**config.mk**
```make
export PLATFORM = sky130hd
export DESIGN_NAME = lane_rr_arbiter8_flat
export DESIGN_NICKNAME = d
export VERILOG_FILES = /design/src/rtl/lane_rr_arbiter8_pkg.sv /design/src/rtl/lane_rr_arbiter8_if.sv /design/src/rtl/lane_rr_arbiter8_rr_pick8.sv /design/src/rtl/lane_rr_arbiter8.sv /design/src/flat_wrapper.sv
export SDC_FILE = /design/constraint.sdc
export NUM_CORES = 1
export LEC_CHECK = 0
export CAP_MARGIN = 5
export CORE_MARGIN = 2
export CORE_UTILIZATION = 40
export DETAILED_ROUTE_END_ITERATION = 8
export SLEW_MARGIN = 5
export SYNTH_ARGS = -nofsm -noshare
export SYNTH_HDL_FRONTEND = slang
export SYNTH_HIERARCHICAL = 1
export SYNTH_SLANG_ARGS = --single-unit
```
**constraint.sdc**
```tcl
create_clock -name clk -period 9.5 [get_ports clk]
set_clock_uncertainty 0.2 [all_clocks]
set_input_delay 1.9 -clock clk [delete_from_list [all_inputs] [get_ports clk]]
set_output_delay 1.9 -clock clk [all_outputs]
set_load 0.02 [all_outputs]
```
**src/rtl/lane_rr_arbiter8_pkg.sv**
```systemverilog
// Shared constants, state encoding and helpers for the 8-way round-robin lane arbiter.
package lane_arb_pkg;

  localparam int N_REQ = 8;
  localparam int SEL_W = 3;

  typedef enum logic {
    ST_IDLE  = 1'b0,
    ST_GRANT = 1'b1
  } arb_state_t;

  function automatic logic [N_REQ-1:0] onehot8(input logic [SEL_W-1:0] sel);
    onehot8 = 8'b0000_0001 << sel;
  endfunction

endpackage

```
**src/rtl/lane_rr_arbiter8_if.sv**
```systemverilog
// Request/grant bundle between the requesters and the lane arbiter.
interface lane_rr_arbiter8_if;
  import lane_arb_pkg::*;

  logic             en;
  logic [N_REQ-1:0] req;
  logic [N_REQ-1:0] gnt;
  logic [SEL_W-1:0] sel;
  logic             busy;
  logic             switch_p;

  modport master (output en, req, input gnt, sel, busy, switch_p);
  modport slave  (input en, req, output gnt, sel, busy, switch_p);

endinterface

```
**src/rtl/lane_rr_arbiter8_rr_pick8.sv**
```systemverilog
// Rotating priority pick: first set bit of mask at or after ptr, wrapping 7 -> 0.
module rr_pick8
  import lane_arb_pkg::*;
(
  input  logic [N_REQ-1:0] mask,
  input  logic [SEL_W-1:0] ptr,
  output logic [SEL_W-1:0] idx,
  output logic             found
);

  logic [2*N_REQ-1:0] dbl_s;
  logic [N_REQ-1:0]   rot_s;
  logic [SEL_W-1:0]   off_s;

  // Rotate so ptr lands on bit 0, find the lowest set bit, then rotate the index back.
  always_comb begin
    dbl_s = {mask, mask};
    rot_s = N_REQ'(dbl_s >> ptr);
    off_s = 3'd0;
    for (int i = N_REQ - 1; i >= 0; i--) begin
      if (rot_s[i]) begin
        off_s = SEL_W'(i);
      end else begin
        off_s = off_s;
      end
    end
    found = |rot_s;
    idx   = ptr + off_s;
  end

endmodule

```
**src/rtl/lane_rr_arbiter8.sv**
```systemverilog
// Round-robin owner selection for one shared 8:1 lane, with quantum-based preemption.
module lane_rr_arbiter8
  import lane_arb_pkg::*;
#(
  parameter int QUANTUM = 16
) (
  input  logic               clk,
  input  logic               rst_n,
  lane_rr_arbiter8_if.slave  bus
);

  localparam int CNT_W = (QUANTUM < 1) ? 1 : $clog2(QUANTUM + 1);
  localparam logic [CNT_W-1:0] CNT_MAX = CNT_W'(QUANTUM);
  localparam logic [CNT_W-1:0] CNT_ONE = CNT_W'(1);

  arb_state_t       state_q, state_d;
  logic [SEL_W-1:0] ptr_q, ptr_d;
  logic [CNT_W-1:0] hold_q, hold_d;
  logic [N_REQ-1:0] gnt_q, gnt_d;
  logic [SEL_W-1:0] sel_q, sel_d;
  logic             busy_q, busy_d;
  logic             switch_q, switch_d;

  logic [N_REQ-1:0] mask_s;
  logic [SEL_W-1:0] pick_ptr_s;
  logic [SEL_W-1:0] idx_s;
  logic             found_s;
  logic             rel_s;
  logic             exp_s;

  // gnt is zero while idle, so one mask serves both the idle pick and the successor pick.
  assign mask_s     = bus.req & ~gnt_q;
  assign pick_ptr_s = (state_q == ST_IDLE) ? ptr_q : (sel_q + 3'd1);
  assign rel_s      = ~bus.req[sel_q];
  assign exp_s      = (QUANTUM != 0) && (hold_q >= CNT_MAX) && (|mask_s);

  rr_pick8 u_pick (
    .mask  (mask_s),
    .ptr   (pick_ptr_s),
    .idx   (idx_s),
    .found (found_s)
  );

  // Next-state and next-output logic.
  always_comb begin
    state_d  = state_q;
    ptr_d    = ptr_q;
    hold_d   = hold_q;
    gnt_d    = gnt_q;
    sel_d    = sel_q;
    busy_d   = busy_q;
    switch_d = 1'b0;
    case (state_q)
      ST_IDLE: begin
        if (bus.en && found_s) begin
          state_d = ST_GRANT;
          gnt_d   = onehot8(idx_s);
          sel_d   = idx_s;
          busy_d  = 1'b1;
          hold_d  = CNT_ONE;
        end else begin
          state_d = ST_IDLE;
        end
      end
      ST_GRANT: begin
        if (rel_s || exp_s) begin
          ptr_d = sel_q + 3'd1;
          if (bus.en && found_s) begin
            gnt_d    = onehot8(idx_s);
            sel_d    = idx_s;
            hold_d   = CNT_ONE;
            switch_d = 1'b1;
          end else begin
            state_d = ST_IDLE;
            gnt_d   = '0;
            busy_d  = 1'b0;
          end
        end else if (hold_q < CNT_MAX) begin
          hold_d = hold_q + CNT_ONE;
        end else begin
          hold_d = hold_q;
        end
      end
      default: begin
        state_d = ST_IDLE;
        gnt_d   = '0;
        busy_d  = 1'b0;
      end
    endcase
  end

  // State, pointer, quantum counter and registered outputs.
  always_ff @(posedge clk or negedge rst_n) begin
    if (!rst_n) begin
      state_q  <= ST_IDLE;
      ptr_q    <= '0;
      hold_q   <= '0;
      gnt_q    <= '0;
      sel_q    <= '0;
      busy_q   <= 1'b0;
      switch_q <= 1'b0;
    end else begin
      state_q  <= state_d;
      ptr_q    <= ptr_d;
      hold_q   <= hold_d;
      gnt_q    <= gnt_d;
      sel_q    <= sel_d;
      busy_q   <= busy_d;
      switch_q <= switch_d;
    end
  end

  assign bus.gnt      = gnt_q;
  assign bus.sel      = sel_q;
  assign bus.busy     = busy_q;
  assign bus.switch_p = switch_q;

endmodule

```
**src/flat_wrapper.sv**
```systemverilog
// flat-port wrapper written by rule: the top's interface ports become plain ports
module lane_rr_arbiter8_flat import lane_arb_pkg::*;
#(
  parameter int QUANTUM = 16
)
  (clk, rst_n, bus_en, bus_req, bus_gnt, bus_sel, bus_busy, bus_switch_p);
  lane_rr_arbiter8_if bus_i ();
  input  logic clk;
  input  logic rst_n;
  input wire logic [$bits(bus_i.en)-1:0] bus_en;
  input wire logic [$bits(bus_i.req)-1:0] bus_req;
  output wire logic [$bits(bus_i.gnt)-1:0] bus_gnt;
  output wire logic [$bits(bus_i.sel)-1:0] bus_sel;
  output wire logic [$bits(bus_i.busy)-1:0] bus_busy;
  output wire logic [$bits(bus_i.switch_p)-1:0] bus_switch_p;
  assign bus_i.en = bus_en;
  assign bus_i.req = bus_req;
  assign bus_gnt = bus_i.gnt;
  assign bus_sel = bus_i.sel;
  assign bus_busy = bus_i.busy;
  assign bus_switch_p = bus_i.switch_p;
  lane_rr_arbiter8 #(.QUANTUM(QUANTUM)) u_core (.clk(clk), .rst_n(rst_n), .bus(bus_i));
endmodule
```
# --- Word level (Yosys, flattened, before mapping) ---
# Cells that the tools add are included.
word_totals:
  ram_bits: 0
  mem_count: 0
  latchBits: 0
  input_bits: 11
  word_cells: 62
  out_inout_bits: 13
  mem_bits_ro: 0
  regBits: 22
op_classes:
  shift: 2
  n_reduce_logical: 8
  magnitude_cmp: 3
  n_mux: 31
  div: 0
  bitwise_logic: 4
  addsub: 3
  multipliers: 0
  eq_ne: 4
ops:
  columns: ["op", "count"]
  rows:
  - ["two-way mux 3 bit", 11]
  - ["two-way mux 8 bit", 3]
  - ["one-hot mux 8 bit (2 select lines)", 1]
  - ["OR reduction 8 bit", 2]
  - ["right shift 16 x 3 -> 8 bit", 1]
  - ["two-way mux 5 bit", 3]
  - ["one-hot mux 5 bit (2 select lines)", 1]
  - ["bitwise AND 8 bit", 1]
  - ["two-way mux 1 bit", 8]
  - ["NOT 8 bit", 1]
  - ["left shift 1 x 3 -> 8 bit (first input constant)", 1]
  - ["inequality test 2 bit (second input constant)", 3]
  - ["one-hot mux 3 bit (2 select lines)", 1]
  - ["adder 5 x 1 -> 5 bit (second input constant)", 1]
  - ["greater-or-equal comparator 5 bit (second input constant)", 1]
  - ["less-than comparator 5 bit (second input constant)", 1]
  - ["less-than comparator 3 x 4 -> 1 bit (second input constant)", 1]
  - ["one-hot mux 1 bit (2 select lines)", 2]
  - ["AND reduction 2 bit", 2]
  - ["adder 3 x 1 -> 3 bit (second input constant)", 1]
  - ["adder 3 bit", 1]
  - ["binary-select mux 1 bit (select 3 bit)", 1]
  - ["inequality test 3 bit (second input constant)", 1]
  - ["AND reduction 3 bit", 1]
  - ["3 further kinds", 5]

# --- Depth between registers and ports, before layout ---
# Gate-level depths: netlist of run 1.
logic_depth:
  depth_word: 16
  depth_mapped: 18
  depth_no_buf: 17

# --- Modules after synthesis ---
# The synthesis of run 1 kept the hierarchy.
by_module_without_submodules:
  columns: ["mod", "instances", "cells_per_inst", "seq_area_each_um2", "area_each_um2"]
  rows:
  - ["lane_rr_arbiter8", 1, 113, 550.5, 1234.9]
  - ["rr_pick8", 1, 71, 0.0, 651.9]

# --- Least setup slack after synthesis of run 1 ---
# OpenSTA, ideal clock, no wires.
synth_timing:
  kind: "input -> register"
  from: "input bus_req[4]"
  to: "register u_core.gnt_q[3] (netlist: u_core/bus.gnt[3])"
  setup_slack_ns: 4.106
  path_buffers: 1
  setup_time_ns: 0.121
  t_arrival_ns: 5.073
  required_time_ns: 9.179
  cell_stages: 16
  cell_sequence: "nor2b_1 -> clkbuf_2 -> mux4_2 -> mux2_2 -> o311ai_1 -> and3_1 -> nor2_1 -> o31ai_2 -> ha_1 -> inv_1 -> fa_1 -> xor2_1 -> xnor2_1 -> inv_1 -> and3_1 -> a22o_1"
synth_between:
  elab_chain_len: 15
  elab_cells_between_ends: 27
  classes_between: "add/sub (1); eq/ne (2); shift (2); mux (14); bitwise (2); reduce/logical (6)"
synth_rtl:
  columns: ["item", "line", "text"]
  rows:
  - ["start, declared", "flat_wrapper.sv:11", "input wire logic [$bits(bus_i.req)-1:0] bus_req;"]
  - ["bitwise AND 8 bit (*)", "lane_rr_arbiter8.sv:32", "assign mask_s = bus.req & ~gnt_q;"]
  - ["right shift 16 x 3 -> 8 bit (*)", "lane_rr_arbiter8_rr_pick8.sv:18", "rot_s = N_REQ'(dbl_s >> ptr);"]
  - ["two-way mux 3 bit (7 in series)", "lane_rr_arbiter8_rr_pick8.sv:21", "if (rot_s[i]) begin"]
  - ["two-way mux 3 bit (*)", "lane_rr_arbiter8_rr_pick8.sv:21", null]
  - ["adder 3 bit (*)", "lane_rr_arbiter8_rr_pick8.sv:28", "idx = ptr + off_s;"]
  - ["named net u_core.idx_s[2]", "lane_rr_arbiter8.sv:26", "logic [SEL_W-1:0] idx_s;"]
  - ["left shift 1 x 3 -> 8 bit (*)", "lane_rr_arbiter8_pkg.sv:13", "onehot8 = 8'b0000_0001 << sel;"]
  - ["two-way mux 8 bit", "lane_rr_arbiter8.sv:68", "if (bus.en && found_s) begin"]
  - ["two-way mux 8 bit", "lane_rr_arbiter8.sv:66", "if (rel_s || exp_s) begin"]
  - ["one-hot mux 8 bit (2 select lines) (*)", "lane_rr_arbiter8.sv:53", "case (state_q)"]
  - ["end signal, assigned", "lane_rr_arbiter8.sv:106", "gnt_q <= gnt_d;"]
  - ["end, declared", "lane_rr_arbiter8.sv:19", "logic [N_REQ-1:0] gnt_q, gnt_d;"]
# Mark *: on every way through the listed nets, which the timed path passes. The rest lies on a longest branch. The select of a mux whose other input is x is not followed.
# A chain may end at the register's enable or synchronous reset.

# --- Final worst setup path of run 1 ---
layout_timing:
  from: "input bus_req[5]"
  to: "register u_core.gnt_q[3] (netlist: u_core/bus.gnt[3])"
layout_between:
  elab_chain_len: 15
  elab_cells_between_ends: 27
  classes_between: "add/sub (1); eq/ne (2); shift (2); mux (14); bitwise (2); reduce/logical (6)"
layout_rtl:
  columns: ["item", "line", "text"]
  rows:
  - ["bitwise AND 8 bit (*)", "lane_rr_arbiter8.sv:32", null]
  - ["named net u_core.mask_s[5]", "lane_rr_arbiter8.sv:24", "logic [N_REQ-1:0] mask_s;"]
  - ["right shift 16 x 3 -> 8 bit (*)", "lane_rr_arbiter8_rr_pick8.sv:18", null]
  - ["two-way mux 3 bit (7 in series)", "lane_rr_arbiter8_rr_pick8.sv:21", null]
  - ["two-way mux 3 bit (*)", "lane_rr_arbiter8_rr_pick8.sv:21", null]
  - ["adder 3 bit (*)", "lane_rr_arbiter8_rr_pick8.sv:28", null]
  - ["named net u_core.idx_s[2]", "lane_rr_arbiter8.sv:26", null]
  - ["left shift 1 x 3 -> 8 bit (*)", "lane_rr_arbiter8_pkg.sv:13", null]
  - ["two-way mux 8 bit", "lane_rr_arbiter8.sv:68", null]
  - ["two-way mux 8 bit", "lane_rr_arbiter8.sv:66", null]
  - ["one-hot mux 8 bit (2 select lines) (*)", "lane_rr_arbiter8.sv:53", null]
# Marked as above.

==> summary.txt, run 1 <==
Critical path
  – Reg2Reg Depth: 16
  – Required time of the critical path: 9.47 ns
  – Crit path capture type: flip-flop
  – Critical Path Start: bus_req[5]
  – Critical path arrival: 5.98 ns
  – CP max stage cell: mux4_2
  – CP Launch Type: primary input
  – Worst R2R Start: u_core/bus.sel[1]$_DFFE_PN0P_
  – R2R setup slack: 4.38 ns
  – Crit path cell chain: clkdlybuf4s50_1 -> nor2b_1 -> mux4_2 -> mux2_2 -> o311ai_1 -> and3_1 -> nor2_1 -> o31ai_2 -> ha_1 -> inv_1 -> fa_1 -> xor2_1 -> xnor2_1 -> inv_1 -> and3_1 -> a22o_1
  – CP endpoint: u_core/bus.gnt[3]$_DFFE_PN0P_
  – CP Max Fanout: 8
  – Max incr delay on CP: 0.55 ns
  – WS Path Type: in2reg
  – R2R Path End: u_core/bus.gnt[3]$_DFFE_PN0P_

Synth
  – Area share of the largest cell type after synthesis: 0.292
  – Yosys reg bits: 22
  – Post-synth top area cell: dfrtp_1
  – Synth Warn #: 6
  – Register area share after synthesis: 0.292
  – Synth Cell Area: 1890 um2
  – Post-synth EDFFs: 0
  – Syn_area_per_cell: 10.3 um2
  – Yosys cell types: 59
  – Asr flop ratio synth: 1.00
  – Ys flop type: dfrtp_1
  – Cell count after synthesis: 184
  – Largest cells by area after synthesis: dfrtp_1, mux2i_1, mux4_2, nor2b_1, a32o_1
  – Mapped Nets: 200

Clock tree
  – CTS root buf: clkbuf_8
  – PostCTS Resize Cnt: 0
  – Clock Pin Slew Worst Setup and Hold Paths: 0.09 ns
  – CTS sink cnt: 22
  – TritonCTS buffer count: 3
  – Cts hold-fix bufs: 0
  – CTS HTree Levels: 1
  – Clk buf depth: 2
  – CTS tree: done
  – Post-CTS Setup Inserts: 0
  – Clk Latency, worst-skew pair: 0.27 ns

Cells and area
  – Most frequent cells in the layout: clkdlybuf4s50_1, dfrtp_1, mux2i_1
  – Diodes inserted: 0
  – Share of layout cells above drive strength 1: 0.138
  – Final net count: 220
  – Layout area overhead: 16.6%
  – Commonest non-fill, non-tap cell in the layout: clkdlybuf4s50_1

Floorplan
  – Die width: 72.7 um
  – Core area: 4440 um2
  – Row count: 24
  – Die area: 5280 um2
  – Boundary Pins: 24
  – Die H: 72.7 um
  – Initial Util: 0.425

Timing
  – Final Hold Viols: 0
  – FMAX: 166 MHz
  – Max-slew headroom: 0.329
  – Slew Viols, Final: 0
  – Final worst path period share: 0.633
  – TNS Setup: 0 ns
  – Tmin final: 6.01 ns
  – Setup-failing EPs final: 0
  – Unrepaired setup endpoints after global routing: false
  – Tightest Pin Transition: 1.00 ns

Global routing
  – First-pass GRT wire length: 7580 um
  – Grt total ovfl: 0
  – Initial antenna violation count: 0
  – GRT Util Overall: 0.184
  – Vias in the first global route: 1,524
  – Pin count of the biggest net entering global routing: 23

Routing
  – Routed vias: 1,580
  – Post-route DRC violation count: 0
  – Final wirelength: 4600 um
  – ANT nets after route: 0
  – Pre-Repair DR Iteration Count: 4
  – Drt wl/cell: 18.0 um
  – Iter 0 DRT Violations: 84
  – Vias per inst: 6.20

Place
  – GP Congestion: 0.867
  – PortBufs: 23
  – DP Wirelength: 3480 um

Worst hold path
  – Worst Hold Class: reg2reg
  – Hold path cells: 1

Run status
  – Status: complete, no violations

Run
  – # Max-Cap Violations: 0
## synth_stat cells, drive strengths merged (3+ instances only)
master / number
nor2: 12
a32o: 7
o21ai: 6
and3: 4
inv: 10
nand3: 4
mux4: 8
buf: 6
dfrtp: 22
ha: 4
o31ai: 3
mux2i: 18
clkbuf: 3
nand2: 10
nor2b: 13
a21oi: 5
mux2: 8
o21a: 3
## per-stage QoR
step           instances  hold slack (ns)  cell area [um2]  worst slack (ns)  utilization
3_5_place_dp         251            0.287             2130              3.26        0.479
2_1_floorplan        184            0.260             1890              4.11            -
6_report             255            0.310             2200              3.49        0.495
3_3_place_gp         251            0.279             2130              3.42        0.479
4_1_cts              255            0.310             2200              3.55        0.495
5_1_grt              255            0.331             2200              3.34        0.495
## worst max-delay path: cells and delay by family
family / cells / cell delay, ns
buf+inv: 3 / 0.67
simple gates: 4 / 0.74
fa+ha+maj: 2 / 0.55
mux: 2 / 0.85
compound gates: 3 / 0.68
xor+xnor: 2 / 0.62
## layer usage
layer	vias up	part of all wire	global-route usage
met5	-	0	0
met4	0	0.010	0.0494
met3	6	0.036	0.0276
met2	38	0.48	0.290
met1	806	0.47	0.264
li1	730	-	-
## logic make-up after synthesis
family / after synthesis / synth area share
buffers and inverters: 20 / 0.0537
XOR/XNOR: 3 / 0.0139
adder cells (fa/ha/maj): 5 / 0.0371
AO/OA/AOI/OAI: 43 / 0.190
flip-flops: 22 / 0.292
multiplexers: 34 / 0.245
AND/OR/NAND/NOR: 57 / 0.168
## how the worst min path moves through the flow
stage / start / to
after floorplan: u_core/ptr_q[1]$_DFFE_PN0P_ / u_core/ptr_q[1]$_DFFE_PN0P_
after global placement: u_core/ptr_q[1]$_DFFE_PN0P_ / u_core/ptr_q[1]$_DFFE_PN0P_
after detailed placement: u_core/ptr_q[1]$_DFFE_PN0P_ / u_core/ptr_q[1]$_DFFE_PN0P_
after CTS: u_core/ptr_q[1]$_DFFE_PN0P_ / u_core/ptr_q[1]$_DFFE_PN0P_
after global routing: u_core/ptr_q[1]$_DFFE_PN0P_ / u_core/ptr_q[1]$_DFFE_PN0P_
final: u_core/ptr_q[1]$_DFFE_PN0P_ / u_core/ptr_q[1]$_DFFE_PN0P_
## final cells by class
type                    instances  area [um2]
clock buffers                   3        41.3
clock inverters                 1        30.0
fillers                       405        2240
inverters                      11        41.3
multi-input cells             142        1230
flip-flops and latches         22         551
well taps                      52        65.1
repair buffers                 24         238
## state kept, by name, summed over array words and instances, names as in the netlist
signal and flops:
u_core/bus.switch_p 1, u_core/hold_q 5, u_core/ptr_q 3, u_core/state_q 1, u_core/bus.busy 1, u_core/bus.gnt 8
u_core/bus.sel 3
Power of run 1 is left out: the tool's default activity adds up to more than one toggle a clock period on the data nets, which glitch-free logic cannot reach.
==> run 2, diff against run 1 <==
clock period = 5.39 ns   (was 9.5 ns; I/O delays follow)
==> run 2 against run 1 <==
Against the previous run: routed wire length rose by 1.7%; register-to-register slack got worse by 3.9 ns; global-route usage rose by 0.68 points; core utilization rose by 1.0 points; highest routed layer unchanged.
==> summary.txt, run 2 (same netlist as run 1, synthesis figures left out) <==
Critical path
  – Max incr delay on CP: 0.54 ns
  – R2R setup slack: 0.48 ns
  – Crit path cell chain: clkdlybuf4s50_1 -> nor2b_1 -> mux4_2 -> mux2_2 -> o311ai_1 -> and3_1 -> nor2_1 -> o31ai_2 -> ha_1 -> inv_1 -> fa_1 -> xor2_1 -> xnor2_1 -> inv_1 -> and3_1 -> a22o_1
  – WS Path Type: in2reg
  – R2R Path End: u_core/bus.gnt[3]$_DFFE_PN0P_
  – Worst R2R Start: u_core/bus.sel[1]$_DFFE_PN0P_
  – Crit path capture type: flip-flop
  – Critical path arrival: 4.95 ns
  – CP Max Fanout: 10
  – CP max stage cell: mux4_2
  – Reg2Reg Depth: 16
  – Required time of the critical path: 5.35 ns
  – CP Launch Type: primary input

Clock tree
  – CTS root buf: clkbuf_8
  – CTS sink cnt: 22
  – Cts hold-fix bufs: 0
  – Clk buf depth: 2
  – Post-CTS Setup Inserts: 0
  – TritonCTS buffer count: 3
  – Clk Latency, worst-skew pair: 0.27 ns
  – CTS HTree Levels: 1
  – CTS tree: done
  – PostCTS Resize Cnt: 0
  – Clock Pin Slew Worst Setup and Hold Paths: 0.09 ns

Worst hold path
  – Worst hold endpoint: u_core/ptr_q[1]$_DFFE_PN0P_
  – Hold path cells: 1
  – Hold wc startpoint: u_core/ptr_q[1]$_DFFE_PN0P_
  – Worst Hold Class: reg2reg

Cells and area
  – Final Cell Area: 2250 um2
  – Layout Cells excl Fill: 261
  – Most frequent cells in the layout: clkdlybuf4s50_1, dfrtp_1, mux2i_1
  – Commonest non-fill, non-tap cell in the layout: clkdlybuf4s50_1
  – Share of layout cells above drive strength 1: 0.163
  – Diodes inserted: 0
  – Max FFs per register: 8
  – Final net count: 226
  – Layout area overhead: 19.0%
  – Layout filler cell count: 403

Routing
  – Pre-Repair DR Iteration Count: 4
  – Iter 0 DRT Violations: 108
  – Routed vias: 1,563
  – ANT nets after route: 0
  – Drt wl/cell: 17.9 um
  – Post-route DRC violation count: 0
  – Final wirelength: 4680 um
  – Vias per inst: 5.99

Place
  – Placed cell areas: 2170 um2
  – DP Wirelength: 3610 um
  – GP Congestion: 0.909
  – PortBufs: 23
  – Placed insts: 257

Timing
  – Final Hold Viols: 0
  – TNS Setup: 0 ns
  – Tmin final: 4.99 ns
  – FMAX: 200 MHz
  – Minimum hold slack: 0.316 ns
  – Final worst path period share: 0.925
  – Slew Viols, Final: 0
  – Setup-failing EPs final: 0
  – Tightest Pin Transition: 1.03 ns
  – Max-slew headroom: 0.308
  – Unrepaired setup endpoints after global routing: false

Global routing
  – First-pass GRT wire length: 7900 um
  – GRT Util Overall: 0.191
  – Pin count of the biggest net entering global routing: 23
  – Grt total ovfl: 0
  – Initial antenna violation count: 0
  – Vias in the first global route: 1,610

Floorplan
  – Die H: 72.7 um
  – Initial Util: 0.425
  – Core area: 4440 um2
  – Row count: 24
  – Die width: 72.7 um
  – Boundary Pins: 24
  – Die area: 5280 um2

Run
  – # Max-Cap Violations: 0

Run status
  – Status: complete, no violations
-- run 2: changes by cell type in the layout (fill, tap and decap cells not counted) --
cell   previous run  this run
buf_4             1         7
-- run 2: layout make-up --
cell class	count	area, um2	area share
Multi-Input combinational cell	142	1230	0.550
Timing Repair Buffer	30	283	0.126
Clock buffer	3	41.3	0.0184
Sequential cell	22	551	0.245
Inverter	11	41.3	0.0184
Clock inverter	1	30.0	0.0134
Tap cell	52	65.1	0.0290
-- run 2: worst max-delay path by stage --
stage                                   from  slack, ns                            end
2_1_floorplan                     bus_req[4]       0.82  u_core/bus.gnt[3]$_DFFE_PN0P_
3_3_place_gp                      bus_req[4]       0.29  u_core/bus.gnt[3]$_DFFE_PN0P_
3_5_place_dp                      bus_req[4]       0.17  u_core/bus.gnt[3]$_DFFE_PN0P_
4_1_cts                           bus_req[4]       0.46  u_core/bus.gnt[3]$_DFFE_PN0P_
5_1_grt        u_core/bus.sel[1]$_DFFE_PN0P_       0.19  u_core/bus.gnt[3]$_DFFE_PN0P_
6_report                          bus_req[4]       0.40  u_core/bus.gnt[3]$_DFFE_PN0P_
-- run 2: per-stage QoR --
stage	utilization	setup slack [ns]
after floorplan	-	0.818
after detailed placement	0.489	0.173
after CTS	0.505	0.459
after global placement	0.489	0.292
final	0.505	0.402
after global routing	0.505	0.188
-- run 2: metal layers --
layer  wire length [um]  share of wire  vias to the layer above  GRT usage
met2               2300           0.49                       42      0.318
li1                   -              -                      744          -
met3                202          0.043                        4     0.0318
met1               2140           0.46                      773      0.267
met4                 34         0.0073                        0     0.0267
met5                  0              0                        -          0
-- run 2: critical path, delay by kind of cell --
kind            cells  cell delay (ns)
compound gates      3             0.66
buf+inv             3             0.61
simple gates        4             0.69
mux                 2             0.85
fa+ha+maj           2             0.56
xor+xnor            2             0.51
Power of run 2 is left out for the same reason.
